[src/rtl/carry_select_serial_subtractor.sv]
// ---------------------------------------------------------------------------
// carry_select_serial_subtractor
//
// Multi-cycle subtractor: diff = a - b - bin (modulo 2^WIDTH), processed one
// SLICE-bit slice per clock from LSB to MSB. Each slice computes both
// borrow-in candidates in parallel, and the registered borrow selects one.
// Operands are taken through a valid/ready handshake. The result is then
// offered through a second valid/ready handshake.
//
// Ports
//   clk        in   single clock, all state updates on the rising edge
//   rst        in   asynchronous active-high reset
//   in_valid   in   a, b and bin are valid
//   in_ready   out  operands can be accepted (high only in IDLE)
//   a          in   [WIDTH] minuend
//   b          in   [WIDTH] subtrahend
//   bin        in   borrow-in, for chaining
//   out_valid  out  diff, bout and ovf are valid (high only in DONE)
//   out_ready  in   the consumer accepts the result
//   diff       out  [WIDTH] a - b - bin, modulo 2^WIDTH
//   bout       out  borrow-out, set iff unsigned a < b + bin
//   ovf        out  two's-complement overflow of the subtraction
// ---------------------------------------------------------------------------
module carry_select_serial_subtractor #(
  parameter int WIDTH = 32,
  parameter int SLICE = 8
) (
  input  logic             clk,
  input  logic             rst,
  input  logic             in_valid,
  output logic             in_ready,
  input  logic [WIDTH-1:0] a,
  input  logic [WIDTH-1:0] b,
  input  logic             bin,
  output logic             out_valid,
  input  logic             out_ready,
  output logic [WIDTH-1:0] diff,
  output logic             bout,
  output logic             ovf
);

  localparam int NSLICE = WIDTH / SLICE;
  localparam int IDXW   = (NSLICE > 1) ? $clog2(NSLICE) : 1;
  localparam logic [IDXW-1:0] LAST_IDX = IDXW'(NSLICE - 1);

  typedef enum logic [1:0] {
    S_IDLE = 2'd0,
    S_RUN  = 2'd1,
    S_DONE = 2'd2
  } state_t;

  // One slice of a + ~b + cin. The carry-out is the inverted borrow-out.
  function automatic logic [SLICE:0] slice_sub(
    input logic [SLICE-1:0] a_s,
    input logic [SLICE-1:0] b_s,
    input logic             cin
  );
    slice_sub = {1'b0, a_s} + {1'b0, ~b_s} + {{SLICE{1'b0}}, cin};
  endfunction

  state_t           r_state;
  state_t           w_next_state;
  logic [WIDTH-1:0] r_a;
  logic [WIDTH-1:0] r_b;
  logic [IDXW-1:0]  r_idx;
  logic             r_borrow;
  logic [WIDTH-1:0] r_diff;
  logic             r_bout;
  logic             r_ovf;
  logic             r_in_ready;
  logic             r_out_valid;

  logic [SLICE-1:0] w_a_s;
  logic [SLICE-1:0] w_b_s;
  logic [SLICE:0]   w_s0;
  logic [SLICE:0]   w_s1;
  logic [SLICE:0]   w_sel;
  logic             w_new_borrow;
  logic             w_last;

  // Slice extraction and the two carry-select candidates.
  always_comb begin
    w_a_s        = r_a[r_idx*SLICE +: SLICE];
    w_b_s        = r_b[r_idx*SLICE +: SLICE];
    // s0 assumes no borrow pending (add the +1 of the two's complement).
    // s1 assumes a borrow pending, which cancels that +1.
    w_s0         = slice_sub(w_a_s, w_b_s, 1'b1);
    w_s1         = slice_sub(w_a_s, w_b_s, 1'b0);
    if (r_borrow) begin
      w_sel = w_s1;
    end else begin
      w_sel = w_s0;
    end
    w_new_borrow = ~w_sel[SLICE];
    w_last       = (r_idx == LAST_IDX);
  end

  // Next-state logic for the IDLE/RUN/DONE control FSM.
  always_comb begin
    w_next_state = r_state;
    case (r_state)
      S_IDLE: begin
        if (in_valid) begin
          w_next_state = S_RUN;
        end else begin
          w_next_state = S_IDLE;
        end
      end
      S_RUN: begin
        if (w_last) begin
          w_next_state = S_DONE;
        end else begin
          w_next_state = S_RUN;
        end
      end
      S_DONE: begin
        if (out_ready) begin
          w_next_state = S_IDLE;
        end else begin
          w_next_state = S_DONE;
        end
      end
      default: begin
        w_next_state = S_IDLE;
      end
    endcase
  end

  // State register with the registered handshake flags derived from the next state.
  always_ff @(posedge clk or posedge rst) begin
    if (rst) begin
      r_state     <= S_IDLE;
      r_in_ready  <= 1'b1;
      r_out_valid <= 1'b0;
    end else begin
      r_state     <= w_next_state;
      r_in_ready  <= (w_next_state == S_IDLE);
      r_out_valid <= (w_next_state == S_DONE);
    end
  end

  // Operand capture, per-slice datapath and result registers.
  always_ff @(posedge clk or posedge rst) begin
    if (rst) begin
      r_a      <= {WIDTH{1'b0}};
      r_b      <= {WIDTH{1'b0}};
      r_idx    <= {IDXW{1'b0}};
      r_borrow <= 1'b0;
      r_diff   <= {WIDTH{1'b0}};
      r_bout   <= 1'b0;
      r_ovf    <= 1'b0;
    end else begin
      case (r_state)
        S_IDLE: begin
          if (in_valid) begin
            r_a      <= a;
            r_b      <= b;
            r_borrow <= bin;
            r_idx    <= {IDXW{1'b0}};
          end else begin
            r_idx    <= r_idx;
          end
        end
        S_RUN: begin
          r_diff[r_idx*SLICE +: SLICE] <= w_sel[SLICE-1:0];
          r_borrow                     <= w_new_borrow;
          r_idx                        <= r_idx + IDXW'(1);
          if (w_last) begin
            r_bout <= w_new_borrow;
            // The top bit of the last slice is the final diff MSB.
            r_ovf  <= (r_a[WIDTH-1] != r_b[WIDTH-1]) &&
                      (w_sel[SLICE-1] != r_a[WIDTH-1]);
          end else begin
            r_bout <= r_bout;
          end
        end
        S_DONE: begin
          r_idx <= r_idx;
        end
        default: begin
          r_idx <= {IDXW{1'b0}};
        end
      endcase
    end
  end

  assign in_ready  = r_in_ready;
  assign out_valid = r_out_valid;
  assign diff      = r_diff;
  assign bout      = r_bout;
  assign ovf       = r_ovf;

endmodule

[config.mk]
export PLATFORM = sky130hd
export DESIGN_NAME = carry_select_serial_subtractor
export DESIGN_NICKNAME = d
export VERILOG_FILES = /design/src/rtl/carry_select_serial_subtractor.sv
export SDC_FILE = /design/constraint.sdc
export NUM_CORES = 1
export LEC_CHECK = 0
export CORE_MARGIN = 2
export CORE_UTILIZATION = 55
export CTS_CLUSTER_DIAMETER = 60
export DETAILED_ROUTE_END_ITERATION = 12
export GPL_TIMING_DRIVEN = 0
export HOLD_SLACK_MARGIN = 0.02
export PLACE_DENSITY = 0.87
export SYNTH_ARGS = -nofsm -noshare
export SYNTH_HDL_FRONTEND = slang
export SYNTH_SLANG_ARGS = --single-unit
[constraint.sdc]
create_clock -name clk -period 10.1 [get_ports clk]
set_clock_uncertainty 0.1 [all_clocks]
set_input_delay 2.02 -clock clk [delete_from_list [all_inputs] [get_ports clk]]
set_output_delay 2.02 -clock clk [all_outputs]
set_load 0.005 [all_outputs]
==> impl_metrics.json <==
{
  "outcome": "finished clean",
  "drv_cap": 0,
  "nNetsFinal": 567,
  "start_kind": "flip-flop",
  "rr_startpoint": "r_idx[1]$_DFFE_PP0P_",
  "p_per_area_nw_per_um2": 390,
  "multiInputGateArea_um2": 2100,
  "async_reset_ff_share_pct": 100,
  "row_count": 34,
  "coreArea_um2": 8640,
  "synthFlopType": "dfrtp_1",
  "synth.most_common_cell": "dfrtp_1",
  "setup-tns-final_ps": 0,
  "synth_nets": 451,
  "required_ps": 10270,
  "cts.root.buffer_cell": "clkbuf_8",
  "yosysWarnings": 0,
  "syn_to_final_growth_pct": 29.0,
  "p_leak_nw": 2.66,
  "globalplace.congestion": 0.773,
  "dpl_cell_area_um2": 6060,
  "yosysTopAreaCellShare_pct": 53.6,
  "slowest_stage": "clkbuf_1",
  "antenna_found_initial": 0,
  "fillers": 582,
  "finalHoldViolCount": 0,
  "grt_max_degree": 54,
  "fin_crit_sh_pct": 44.8,
  "wl_per_cell_um": 17.8,
  "initial_core_util_pct": 56.2,
  "cp-end-kind": "flip-flop",
  "post_cts_buffers": 0,
  "cts_resized": 0,
  "avgSynthCellArea_um2": 13.3,
  "cp_common_cell": "clkbuf_1",
  "insertion_delay_ps": 370,
  "path_clk_slew_ps": 100,
  "synthTopCellsByArea": "dfrtp_1, mux2_2, mux4_2, ha_1, o21ai_0",
  "route.detailed.drc": 0,
  "ys_seq_elements": 105,
  "cts_buffers": 9,
  "reg2reg_slack_ps": 5570,
  "synth_cell_types": 44,
  "die_width_um": 97.9,
  "hold_class": "reg2reg",
  "grt_pass1_vias": 3459,
  "cts_tree": "built",
  "antenna_cells": 0,
  "die-area_um2": 9590,
  "final_cell_area_um2": 6260,
  "portBuffers": 104,
  "yosysTopAreaCell": "dfrtp_1",
  "setup_viol": 0,
  "grt_usage_pct": 23.4,
  "clkSinkCount": 105,
  "max_freq_mhz": 221,
  "slowest_delay_ps": 630,
  "cp_top_family": "buffers and inverters",
  "antenna_left": 0,
  "cts.htree.levels": 3,
  "fp.dieH_um": 97.9,
  "overflow": 0,
  "synthTopCellsByCount": "dfrtp_1, mux2_2, nand2_1",
  "rsz0062_at_grt": "false",
  "first_pass_iters": 4,
  "maxSlewViolCount": 0,
  "path_buf_inv": 3,
  "yosysSeqAreaShare_pct": 54.2,
  "critPathLaunch": "r_idx[1]$_DFFE_PP0P_",
  "min-delay-start": "diff[23]$_DFFE_PP0P_",
  "viasPerCell": 5.51,
  "timing.critical_path.cells": "clkbuf_1 -> clkbuf_1 -> mux4_2 -> ha_1 -> inv_1 -> fa_1 -> xor2_1 -> nor4b_1 -> and3_1 -> nand3_2 -> xor2_2 -> mux2i_1 -> o21ai_1",
  "grt_pass1_wl_mm": 17.3,
  "period_needed_ps": 4530,
  "via_count": 3281,
  "synth_edf_count": 0,
  "max-slew-margin-rel_pct": 51.2,
  "cp.arrival_ps": 4690,
  "clockBufferDepth": 2,
  "fin_util_pct": 72.5,
  "drt_iter0_markers": 135,
  "finalWirelength_mm": 10.6,
  "drive_above_1_share_pct": 24.0,
  "cts-hold-fix-buffers": 0,
  "worstMarginPinSlew_ps": 733,
  "syn_area_um2": 4850,
  "crit_path_max_fanout": 10,
  "seq_area_um2": 2630,
  "dp.final_hpwl_mm": 7.96,
  "total_power_mw": 2.44,
  "vdd_drop_max_uv": 263,
  "synthCells": 366,
  "worstSetupPathType": "reg2reg",
  "io_pins": 105
}
==> metrics by stage <==
stage / hold WS [ps] / std cells / setup WS [ps]
floorplan: 364 / 366 / 5220
global placement: 361 / 578 / 3900
detailed placement: 373 / 579 / 5570
CTS: 394 / 595 / 5580
global route: 417 / 595 / 5390
finish: 391 / 595 / 5570
==> metal layers <==
layer	vias to the layer above	wire, µm	GRT usage, %
met5	-	0	0
met4	0	155	6.52
met3	13	554	5.73
met2	104	5510	40.1
met1	1636	4350	29.9
li1	1528	-	-
==> cells by family (layout without fill, tap and decap cells) <==
kind of cell             after synthesis  after routing  synth area share [%]
buffers and inverters                 28            149                  2.53
flip-flops                           105            105                  54.2
AND/OR/NAND/NOR                       66             66                  6.73
XOR/XNOR                              13             13                  2.66
AO/OA/AOI/OAI                         55             55                  6.73
adder cells (fa/ha/maj)               16             16                  4.28
multiplexers                          83             83                  22.9
==> cell usage in the layout, fill, tap and decap left out, drive strengths merged, types with 8 or more instances in the layout <==
| cell type | instances |
|---|---|
| clkdlybuf4s50 | 104 |
| xnor2 | 8 |
| inv | 14 |
| ha | 15 |
| mux4 | 16 |
| dfrtp | 104 |
| mux2 | 65 |
| clkbuf | 17 |
| nand2 | 40 |
| o21ai | 39 |
| buf | 10 |
==> power breakdown <==
part / internal (mW) / leakage (nW) / switching, mW / total [mW]
registers: 0.611 / 1.30 / 0.109 / 0.720
clock network: 0.122 / 0.0928 / 0.142 / 0.264
logic: 0.693 / 1.26 / 0.761 / 1.45
total: 1.43 / 2.66 / 1.01 / 2.44
==> worst paths after layout <==
| check | end | cells after the start |
|---|---|---|
| max in group asynchronous | r_b[9]$_DFFE_PP0P_ | 3 |
| min | diff[23]$_DFFE_PP0P_ | 2 |
| min in group asynchronous | out_valid$_DFF_PP0_ | 2 |
| min reg2reg | diff[23]$_DFFE_PP0P_ | 2 |
| max | ovf$_DFFE_PP0P_ | 13 |
| max reg2reg | ovf$_DFFE_PP0P_ | 13 |
==> registers in the layout (all words and copies together), names as in the netlist <==
name	flops
bout	1
diff	32
in_ready	1
out_valid	1
ovf	1
r_a	32
r_b	32
r_borrow	1
r_idx	2
r_state	2
==> layout make-up <==
type / instances / area share (%)
buffer: 14 / 1.12
multi-input combinational: 233 / 33.6
clock buffer: 12 / 2.32
tap: 108 / 2.16
sequential: 105 / 42.0
clock inverter: 4 / 0.860
timing repair buffer: 105 / 17.1
inverter: 14 / 0.880
==> worst register-to-register path, stage by stage (launching register included) <==
cell,delay [ps]
dfrtp_1,410
clkbuf_1,570
clkbuf_1,630
mux4_2,350
ha_1,170
inv_1,60
fa_1,440
xor2_1,200
nor4b_1,400
and3_1,280
nand3_2,110
xor2_2,280
mux2i_1,330
o21ai_1,90
No activity file was read; power rests on OpenSTA's default activity.
